===== src/rtl/uart_pkg.sv =====
// Shared UART definitions: receiver state encoding, counter width, frame size
// and the bit-period helper. The UART transmitter imports this package too.
package uart_pkg;

  typedef enum logic [2:0] {
    IDLE,
    START,
    DATA,
    STOP,
    BREAK
  } rx_state_t;

  // Wide enough for a 5208-cycle bit period (50 MHz / 9600 baud).
  localparam int CNT_W          = 14;
  localparam int UART_DATA_BITS = 8;

  // Number of clk cycles in one bit period.
  function automatic int calc_count_max(input int fre, input int baud_rate);
    return fre / baud_rate;
  endfunction

endpackage


===== src/rtl/uart_rx_sync_2ff.sv =====
// Two-flop synchronizer for asynchronous inputs.
// The reset value defaults to all ones, which matches an idle UART line.
module sync_2ff #(
  parameter int               WIDTH     = 1,
  parameter logic [WIDTH-1:0] RESET_VAL = '1
) (
  input  logic             clk,
  input  logic             reset,
  input  logic [WIDTH-1:0] d,
  output logic [WIDTH-1:0] q
);

  logic [WIDTH-1:0] meta;

  // Two register stages give a metastable first stage a full cycle to settle.
  always_ff @(posedge clk) begin
    if (reset) begin
      meta <= RESET_VAL;
      q    <= RESET_VAL;
    end else begin
      meta <= d;
      q    <= meta;
    end
  end

endmodule


===== src/rtl/uart_rx.sv =====
// UART receiver, 8N1, LSB first.
// The bit timer restarts on every start edge. The start bit is sampled HALF
// cycles after the edge, and each later bit is sampled one full period after
// the previous sample, so every sample lands mid-bit.
// A low stop bit raises frame_err and parks the receiver in BREAK until the
// line returns high.
module uart_rx
  import uart_pkg::*;
#(
  parameter int FRE       = 50_000_000,
  parameter int BAUD_RATE = 9600,
  parameter int DATA_BITS = UART_DATA_BITS
) (
  input  logic                 clk,
  input  logic                 reset,
  input  logic                 rx_in,
  output logic [DATA_BITS-1:0] rx_data,
  output logic                 rx_valid,
  output logic                 frame_err,
  output logic                 busy
);

  localparam int COUNT_MAX = calc_count_max(FRE, BAUD_RATE);
  localparam int HALF      = COUNT_MAX / 2;
  localparam int IDX_W     = (DATA_BITS > 1) ? $clog2(DATA_BITS) : 1;

  localparam logic [CNT_W-1:0] HALF_LAST = CNT_W'(HALF - 1);
  localparam logic [CNT_W-1:0] BIT_LAST  = CNT_W'(COUNT_MAX - 1);
  localparam logic [IDX_W-1:0] IDX_LAST  = IDX_W'(DATA_BITS - 1);

  rx_state_t            state;
  logic [CNT_W-1:0]     count;
  logic [IDX_W-1:0]     bit_idx;
  logic [DATA_BITS-1:0] shreg;
  logic                 rx_s;

  sync_2ff #(
    .WIDTH    (1),
    .RESET_VAL(1'b1)
  ) u_sync (
    .clk  (clk),
    .reset(reset),
    .d    (rx_in),
    .q    (rx_s)
  );

  // Receive FSM. The count register clears on every state transition, and
  // all outputs are registered.
  always_ff @(posedge clk) begin
    if (reset) begin
      state     <= IDLE;
      count     <= '0;
      bit_idx   <= '0;
      shreg     <= '0;
      rx_data   <= '0;
      rx_valid  <= 1'b0;
      frame_err <= 1'b0;
      busy      <= 1'b0;
    end else begin
      rx_valid  <= 1'b0;
      frame_err <= 1'b0;
      case (state)
        IDLE: begin
          count <= '0;
          if (!rx_s) begin
            state <= START;
            busy  <= 1'b1;
          end
        end
        START: begin
          if (count == HALF_LAST) begin
            count <= '0;
            if (!rx_s) begin
              state   <= DATA;
              bit_idx <= '0;
            end else begin
              // The line went high again before mid-start-bit, so this was a glitch.
              state <= IDLE;
              busy  <= 1'b0;
            end
          end else begin
            count <= count + CNT_W'(1);
          end
        end
        DATA: begin
          if (count == BIT_LAST) begin
            count <= '0;
            shreg <= {rx_s, shreg[DATA_BITS-1:1]};
            if (bit_idx == IDX_LAST) begin
              state <= STOP;
            end else begin
              bit_idx <= bit_idx + IDX_W'(1);
            end
          end else begin
            count <= count + CNT_W'(1);
          end
        end
        STOP: begin
          if (count == BIT_LAST) begin
            count <= '0;
            if (rx_s) begin
              rx_data  <= shreg;
              rx_valid <= 1'b1;
              state    <= IDLE;
              busy     <= 1'b0;
            end else begin
              frame_err <= 1'b1;
              state     <= BREAK;
            end
          end else begin
            count <= count + CNT_W'(1);
          end
        end
        BREAK: begin
          count <= '0;
          if (rx_s) begin
            state <= IDLE;
            busy  <= 1'b0;
          end
        end
        default: begin
          state <= IDLE;
          count <= '0;
          busy  <= 1'b0;
        end
      endcase
    end
  end

endmodule


===== config.mk =====
export PLATFORM = sky130hd
export DESIGN_NAME = uart_rx
export DESIGN_NICKNAME = d
export VERILOG_FILES = /design/src/rtl/uart_pkg.sv /design/src/rtl/uart_rx_sync_2ff.sv /design/src/rtl/uart_rx.sv
export SDC_FILE = /design/constraint.sdc
export NUM_CORES = 1
export LEC_CHECK = 0
export CAP_MARGIN = 40
export CORE_MARGIN = 2
export CORE_UTILIZATION = 57
export DETAILED_ROUTE_END_ITERATION = 12
export PLACE_DENSITY = 0.81
export SYNTH_ARGS = -nofsm -noshare
export SYNTH_HDL_FRONTEND = slang
export SYNTH_SLANG_ARGS = --single-unit

===== constraint.sdc =====
create_clock -name clk -period 2.75 [get_ports clk]
set_input_delay 0.55 -clock clk [delete_from_list [all_inputs] [get_ports clk]]
set_output_delay 0.55 -clock clk [all_outputs]
set_load 0.05 [all_outputs]

==> run_results.csv, run 1 <==
group,metric,value,unit
clock_network,numClockSinks,41,
sta,fin_ws,0.451,ns
clock_network,cts-buffers-inserted,5,
grt,grt_pass1_vias,1419,
die,die_w,62.1,um
grt,antenna_found_initial,0,
clock_network,htree_levels,2,
setup_path,cp_num_cells,4,
sta,min_period,2.30,ns
sta,final.setup.tns,0,ns
setup_path,end_kind,"flip-flop",
logic_synthesis,synthFlopType,"dfxtp_1",
grt,grt_start_max_net_pins,29,
clock_network,cts_resized,0,
die,design.core.area,3280,sq um
clock_network,cts_root_buf,"clkbuf_4",
clock_network,clkSlewWorstSetupHoldPaths,0.12,ns
logic_synthesis,syn_nets,207,
logic_synthesis,synth_compound_area_frac,0.0898,
clock_network,cts_setup_buffers,0,
setup_path,r2r_slack,0.45,ns
power,peakVddDrop,286,uV
die,start_util,0.585,
setup_path,startpoint_type,"flip-flop",
route,drc,0,
logic_synthesis,synth.distinct_cells,46,
sta,period_share,0.836,
sta,clock_skew,0.0136,ns
setup_path,r2r-start,"count[6]$_SDFF_PP0_",
final_layout,antenna_cells,0,
logic_synthesis,synth_top_family_by_area,"simple AND/OR/NAND/NOR gates",
setup_path,worstPathArrival,2.52,ns
route,ant_nets,0,
power,pwr_density_cell,524,nW/um^2
final_layout,regArea,821,sq um
power,finalPower,0.00114,W
logic_synthesis,synth_area_leaders,"dfxtp_1, mux2i_1, nand2b_1",
grt,grt_pass1_wl,6.35,mm
die,ioPinCount,14,
final_layout,n_fill_cell,269,
logic_synthesis,yosysWarningCount,0,
clock_network,cts_hold_buffers,0,
outcome,status,"complete, no violations",
setup_path,r2r-end,"count[4]$_SDFF_PP0_",
setup_path,endpoint,"count[4]$_SDFF_PP0_",
logic_synthesis,synthTopCellsByCount,"dfxtp_1, nand2b_1, nor3_1",
setup_path,cp_cell_sequence,"or4b_4 -> o41ai_1 -> a21boi_2 -> nor3_1",
sta,slew_headroom,0.378,
setup_path,crit_fanout,14,
logic_synthesis,yosysTopAreaCellShare,0.427,
power,leakagePower,0.781,nW
place,postPlaceCellArea,2070,sq um
sta,timing.fmax,435,MHz
place,gp_congestion,0.884,
grt,grt_util_all_layers,0.225,
setup_path,required,2.97,ns
route,vias,1533,
place,dpl.hpwl,2.67,mm
logic_synthesis,avgSynthCellArea,9.56,sq um
logic_synthesis,synthAdderAreaFrac,0.0195,
die,rows,21,
final_layout,stdcell_area,2170,sq um
setup_path,cp_slowest_cell,"a21boi_2",
logic_synthesis,async_flop_share,0,
final_layout,multi_input_area,1040,sq um
final_layout,nets,216,
route,initialDrtViolationCount,77,
setup_path,cp_top_family,"compound AO/OA/AOI/OAI gates",
sta,setup_violations,0,
final_layout,drive_above_1_share,0.0853,
logic_synthesis,synth-edff-count,0,
sta,rsz0062_at_grt,"no",
place,pre_cts_slack,0.447,ns
logic_synthesis,synth_xor_area_frac,0.0547,
logic_synthesis,yosysMostFrequentCell,"dfxtp_1",
logic_synthesis,syn_area,1920,sq um
grt,overflow,0,
die,die_h,62.1,um
logic_synthesis,netlist.top_cell.by_area,"dfxtp_1",
setup_path,crit_buf_inv,0,
final_layout,area_growth,13.1,%
logic_synthesis,synthSimpleGateAreaFrac,0.296,
logic_synthesis,muxShareOfSynthArea,0.0833,
logic_synthesis,ys_ff_latch,41,
route,vias_per_cell,5.96,
setup_path,reg2reg_depth,4,
route,wl_per_cell,14.8,um
die,die_area,3850,sq um
logic_synthesis,synthCells,201,
hold_path,hold_class,"flip-flop to flip-flop",
sta,hold_viol,0,
place,io_buffers,13,
logic_synthesis,yosysSeqAreaShare,0.427,
setup_path,crit_start,"count[6]$_SDFF_PP0_",
clock_network,clock_latency,0.36,ns
sta,slew_viol_final,0,
clock_network,cts_buffer_depth,2,
sta,worst_pin_slew,0.920,ns
route,wl,3.80,mm
setup_path,path_class,"flip-flop to flip-flop",
route,dr.pass1.iters,4,
flow_run,cap_violations,0,
setup_path,max_stage_delay,0.59,ns
clock_network,cts_tree,"built",
worst register-to-register path, delay by kind of cell (launching register included):
kind               cells  cell delay (ns)
AOI/OAI and AO/OA      2             1.04
DFF                    1             0.47
and+or+nand+nor        2             0.67
final cells by class:
cell class              instances  share of cell area
clock buffers                   5              0.0173
clock inverters                 3              0.0317
inverters                       2             0.00345
multi-input cells             146               0.480
flip-flops and latches         41               0.378
well taps                      46              0.0265
repair buffers                 14              0.0633
how the worst min path moves through the flow:
stage                                       from                  end  slack, ns  depth (start not counted)
after floorplan           u_sync.meta$_SDFF_PP1_  u_sync.q$_SDFF_PP1_       0.39                          1
after global placement    u_sync.meta$_SDFF_PP1_  u_sync.q$_SDFF_PP1_       0.39                          1
after detailed placement  u_sync.meta$_SDFF_PP1_  u_sync.q$_SDFF_PP1_       0.41                          1
after CTS                 u_sync.meta$_SDFF_PP1_  u_sync.q$_SDFF_PP1_       0.44                          1
after global routing      u_sync.meta$_SDFF_PP1_  u_sync.q$_SDFF_PP1_       0.45                          1
final                     u_sync.meta$_SDFF_PP1_  u_sync.q$_SDFF_PP1_       0.45                          1
through the flow:
step / cells / util / hold WS [ns]
floorplan: 201 / - / 0.389
global placement: 249 / 0.629 / 0.392
detailed placement: 249 / 0.629 / 0.412
CTS: 257 / 0.662 / 0.441
global route: 257 / 0.662 / 0.450
finish: 257 / 0.662 / 0.447
cell families (layout without fill, tap and decap cells):
kind of cell	count (synthesis)	after routing
buffers and inverters	14	24
multiplexers	16	16
adder cells (fa/ha/maj)	3	3
XOR/XNOR	12	12
AO/OA/AOI/OAI	24	24
AND/OR/NAND/NOR	91	91
flip-flops	41	41
power by group:
group	total, W	internal (W)	switching (W)	leakage (nW)
clock	0.000489	0.000286	0.000203	0.0558
combinational	0.0000458	0.0000184	0.0000274	0.395
sequential	0.000605	0.000598	0.00000733	0.331
total	0.00114	0.000902	0.000237	0.781
placed cells by master, fill, tap and decap left out, types with 2 or more instances in the layout:
master / count
dfxtp_1: 41
nand2b_1: 20
nor3_1: 17
mux2i_1: 16
clkdlybuf4s50_1: 13
nand3_1: 9
nor2_1: 8
xnor2_1: 8
nand2_1: 6
a21oi_1: 6
nand4_1: 5
clkbuf_4: 5
xor2_1: 4
a311oi_1: 4
or2_2: 3
and3_1: 3
and2_1: 3
ha_1: 3
nand4b_1: 2
or4_1: 2
inv_1: 2
o21bai_1: 2
nor4_1: 2
a211oi_1: 2
bufinv_16: 2
state kept, by name, summed over array words and instances, names as in the netlist:
name	flops
count	14
shreg	8
u_sync.q	1
state	3
rx_valid	1
u_sync.meta	1
bit_idx	3
frame_err	1
rx_data	8
busy	1
metal layers:
metal | global-route usage | share of wire | vias up
met3 | 0.0745 | 0.056 | 7
met1 | 0.254 | 0.44 | 718
li1 | - | - | 755
met4 | 0.0760 | 0.015 | 0
met2 | 0.396 | 0.49 | 53
met5 | 0 | 0 | -
No activity file was read; power rests on OpenSTA's default activity.
==> run 2: changes to the inputs <==
==> constraint.sdc (replaced) <==
create_clock -name clk -period 2.3 [get_ports clk]
set_input_delay 0.46 -clock clk [delete_from_list [all_inputs] [get_ports clk]]
set_output_delay 0.46 -clock clk [all_outputs]
set_load 0.05 [all_outputs]
==> run 2 against run 1 <==
  * Count of clock-buffer cells in the layout unchanged
  * Largest power group unchanged
  * Critical endpoint is now shreg[7]$_SDFFE_PP0P_
  * Routed wire length shrank 3.6%
  * Clock power fell by 1%
==> run_results.csv, run 2 (synthesis results as in run 1) <==
group,metric,value,unit
sta,slew_viol_final,0,
power,power.internal,0.000969,W
sta,period_share,0.907,
final_layout,area_growth,12.7,%
grt,overflow,0,
setup_path,path_class,"flip-flop to flip-flop",
sta,clock_skew,0.0138,ns
final_layout,drive_above_1_share,0.0939,
clock_network,clkSlewWorstSetupHoldPaths,0.12,ns
power,p_sw,0.000294,W
clock_network,cts_root_buf,"clkbuf_4",
route,initialDrtViolationCount,54,
die,rows,21,
grt,grt_util_all_layers,0.213,
route,wl_per_cell,14.1,um
hold_path,hold_class,"flip-flop to flip-flop",
grt,grt_pass1_wl,5.91,mm
final_layout,regArea,821,sq um
clock_network,cts_buffer_depth,2,
power,pwr_density_cell,583,nW/um^2
die,ioPinCount,14,
route,wl,3.66,mm
final_layout,antenna_cells,0,
setup_path,crit_fanout,8,
sta,hold_viol,0,
sta,setup_violations,0,
die,die_area,3850,sq um
clock_network,htree_levels,2,
route,drc,0,
clock_network,cts_tree,"built",
setup_path,required,2.61,ns
place,postPlaceCellArea,2080,sq um
place,dpl.hpwl,2.64,mm
power,p_comb_frac,0.045,
sta,min_period,2.09,ns
power,p_seq_frac,0.573,
power,leakagePower,0.777,nW
final_layout,final_common_cell,"dfxtp_1",
clock_network,numClockSinks,41,
final_layout,multi_input_area,1040,sq um
die,start_util,0.585,
power,swShare,0.233,
sta,final.setup.tns,0,ns
sta,slew_headroom,0.475,
final_layout,n_fill_cell,259,
clock_network,cts_hold_buffers,0,
grt,antenna_found_initial,0,
flow_run,cap_violations,0,
place,io_buffers,13,
final_layout,stdcell_area,2170,sq um
setup_path,worstPathArrival,2.40,ns
grt,grt_start_max_net_pins,29,
final_layout,largestRegisters,"count x14, rx_data x8, shreg x8",
setup_path,end_kind,"flip-flop",
power,p_clk_frac,0.382,
clock_network,clock_latency,0.38,ns
grt,grt_pass1_vias,1349,
die,design.core.area,3280,sq um
clock_network,cts_setup_buffers,0,
clock_network,cts_resized,0,
route,ant_nets,0,
sta,timing.fmax,479,MHz
route,vias_per_cell,5.82,
outcome,status,"complete, no violations",
place,gp_congestion,0.902,
sta,worst_pin_slew,0.776,ns
final_layout,final_cell_mix,"dfxtp_1, nand2b_1, nor3_1",
route,dr.pass1.iters,4,
final_layout,nets,218,
clock_network,cts-buffers-inserted,5,
power,peakVddDrop,312,uV
die,die_w,62.1,um
route,vias,1508,
final_layout,top_register,"count",
final_layout,largest_reg_flops,14,
sta,rsz0062_at_grt,"no",
die,die_h,62.1,um
setup_path,startpoint_type,"flip-flop",
run 2: cell count changes in the layout (fill, tap and decap cells not counted):
cell / previous run / this run
buf_4: 1 / 3
bufinv_16: 2 / 1
clkinv_4: 0 / 1
clkinvlp_4: 0 / 1
inv_6: 1 / 0
run 2: per-stage QoR:
stage,power [W],hold WS [ns],utilization,worst slack (ns),cells
floorplan,0.000780,0.389,-,0.335,201
global placement,0.000793,0.401,0.634,0.266,251
detailed placement,0.000796,0.401,0.634,0.227,251
CTS,0.00127,0.439,0.659,0.203,259
global route,0.00131,0.466,0.659,0.0457,259
finish,0.00126,0.434,0.659,0.213,259
run 2: routing by layer:
metal	vias up	global-route usage	part of all wire
li1	748	-	-
met1	698	0.249	0.43
met2	48	0.347	0.48
met3	14	0.0518	0.055
met4	0	0.134	0.036
met5	-	0	0
run 2: path summary, 6_finish.rpt:
kind         cells past startpoint                     to  slack (ns)                   start
max                              4  shreg[7]$_SDFFE_PP0P_        0.21     count[6]$_SDFF_PP0_
min                              1    u_sync.q$_SDFF_PP1_        0.43  u_sync.meta$_SDFF_PP1_
max reg2reg                      4  shreg[7]$_SDFFE_PP0P_        0.21     count[6]$_SDFF_PP0_
min reg2reg                      1    u_sync.q$_SDFF_PP1_        0.43  u_sync.meta$_SDFF_PP1_
run 2: layout make-up:
cell class,instances,area share
Inverter,2,0.00347
Tap cell,46,0.0266
Clock inverter,3,0.0214
Clock buffer,5,0.0173
Sequential cell,41,0.379
Multi-Input combinational cell,146,0.482
Timing Repair Buffer,16,0.0705
run 2: worst max-delay path, stage by stage, from the launching register on:
cell,delay (ns)
dfxtp_1,0.47
or4b_4,0.54
or4_1,0.60
nor3_2,0.22
mux2i_1,0.21
run 2: power groups by stage:
stage          clock [W]  sequential (W)  combinational, W
2_1_floorplan          0        0.000737         0.0000435
3_3_place_gp           0        0.000739         0.0000540
3_5_place_dp           0        0.000739         0.0000564
4_1_cts         0.000490        0.000724         0.0000566
5_1_grt         0.000521        0.000725         0.0000614
6_report        0.000482        0.000724         0.0000566
==> run 3: changes to the inputs <==
--- a/config.mk
+++ b/config.mk
@@ -9,7 +9,7 @@
 export CORE_MARGIN = 2
 export CORE_UTILIZATION = 57
 export DETAILED_ROUTE_END_ITERATION = 12
-export PLACE_DENSITY = 0.81
+export PLACE_DENSITY = 0.78
 export SYNTH_ARGS = -nofsm -noshare
 export SYNTH_HDL_FRONTEND = slang
 export SYNTH_SLANG_ARGS = --single-unit
==> run 3 against run 2 <==
  * Clock power down 1%
  * Routed wire length up 3.3%
  * Clock skew down 0.0020 ns
  * Combinational power about the same
  * Highest routed layer unchanged
==> run_results.csv, run 3 (synthesis results as in run 1) <==
group,metric,value,unit
outcome,status,"complete, no violations",
sta,final.setup.tns,0,ns
sta,fin_ws,0.189,ns
setup_path,path_class,"flip-flop to flip-flop",
die,rows,21,
die,die_w,62.1,um
sta,worst_pin_slew,0.542,ns
place,io_buffers,13,
power,finalPower,0.00126,W
setup_path,max_stage_delay,0.54,ns
final_layout,area_growth,13.5,%
clock_network,cts_tree,"built",
sta,slew_headroom,0.637,
route,vias,1531,
final_layout,top_register,"count",
sta,hold_ws,0.440,ns
place,pre_cts_slack,0.224,ns
die,die_area,3850,sq um
sta,period_share,0.918,
setup_path,required,2.53,ns
die,design.core.area,3280,sq um
route,wl,3.78,mm
grt,grt_start_max_net_pins,29,
sta,min_period,2.11,ns
clock_network,cts_root_buf,"clkbuf_4",
route,drc,0,
final_layout,largestRegisters,"count x14, rx_data x8, shreg x8",
sta,setup_violations,0,
route,initialDrtViolationCount,107,
grt,grt_util_all_layers,0.228,
grt,grt_pass1_wl,6.40,mm
place,postPlaceCellArea,2100,sq um
setup_path,end_kind,"flip-flop",
clock_network,cts_hold_buffers,0,
clock_network,numClockSinks,41,
sta,clock_skew,0.0118,ns
clock_network,cts_setup_buffers,0,
grt,antenna_found_initial,0,
sta,timing.fmax,474,MHz
clock_network,clkSlewWorstSetupHoldPaths,0.13,ns
final_layout,nets,220,
route,vias_per_cell,5.87,
setup_path,cp_top_family,"compound AO/OA/AOI/OAI gates",
sta,hold_viol,0,
route,ant_nets,0,
clock_network,cts_buffer_depth,2,
power,peakVddDrop,319,uV
final_layout,final_common_cell,"dfxtp_1",
final_layout,drive_above_1_share,0.102,
sta,slew_viol_final,0,
hold_path,hold_class,"flip-flop to flip-flop",
die,start_util,0.585,
sta,rsz0062_at_grt,"no",
route,wl_per_cell,14.5,um
final_layout,final_cell_mix,"dfxtp_1, nand2b_1, nor3_1",
power,leakagePower,0.788,nW
die,ioPinCount,14,
setup_path,startpoint_type,"flip-flop",
clock_network,cts-buffers-inserted,5,
route,dr.pass1.iters,4,
setup_path,crit_fanout,14,
die,die_h,62.1,um
grt,grt_pass1_vias,1496,
setup_path,worstPathArrival,2.34,ns
place,gp_congestion,0.857,
grt,overflow,0,
final_layout,largest_reg_flops,14,
clock_network,htree_levels,2,
final_layout,stdcell_area,2180,sq um
flow_run,cap_violations,0,
clock_network,cts_resized,0,
clock_network,clock_latency,0.35,ns
final_layout,antenna_cells,0,
setup_path,cp_slowest_cell,"or4b_4",
setup_path,crit_buf_inv,1,
power,pwr_density_cell,576,nW/um^2
setup_path,cp_cell_sequence,"or4b_4 -> o41ai_1 -> a21boi_2 -> buf_4 -> nor3_1",
place,dpl.hpwl,2.69,mm
==> run 3: cell count changes in the layout (fill, tap and decap cells not counted), sizes merged <==
cell	before	now
buf	3	5
==> run 3: routing by layer <==
metal  wire [um]  vias to the layer above  global-route usage
met2        1910                       42               0.400
met4          65                        0              0.0851
met5           0                        -                   0
met1        1630                      720               0.260
met3         179                        8              0.0683
li1            -                      761                   -
==> run 3: area by class of cell <==
cell class / instances / area [sq um]
clock buffer: 5 / 37.5
timing repair buffer: 18 / 168
multi-input combinational: 146 / 1040
sequential: 41 / 821
fill: 286 / 1100
inverter: 2 / 7.51
tap: 46 / 57.6
clock inverter: 3 / 46.3
==> run 3: metrics by stage <==
step	std cells	util
detailed placement	253	0.638
global placement	253	0.638
global route	261	0.664
CTS	261	0.664
finish	261	0.664
floorplan	201	-
==> run 3: power breakdown <==
group / total (W) / leakage, nW / switching (W) / internal, W
combinational: 0.0000565 / 0.415 / 0.0000325 / 0.0000240
sequential: 0.000724 / 0.331 / 0.00000854 / 0.000715
clock: 0.000476 / 0.0414 / 0.000246 / 0.000230
==> run 3: worst paths after layout <==
path / start / end / slack, ns / cells past startpoint
setup / recovery: count[6]$_SDFF_PP0_ / count[5]$_SDFF_PP0_ / 0.19 / 5
hold / removal: u_sync.meta$_SDFF_PP1_ / u_sync.q$_SDFF_PP1_ / 0.44 / 1
setup reg to reg: count[6]$_SDFF_PP0_ / count[5]$_SDFF_PP0_ / 0.19 / 5
hold reg to reg: u_sync.meta$_SDFF_PP1_ / u_sync.q$_SDFF_PP1_ / 0.44 / 1
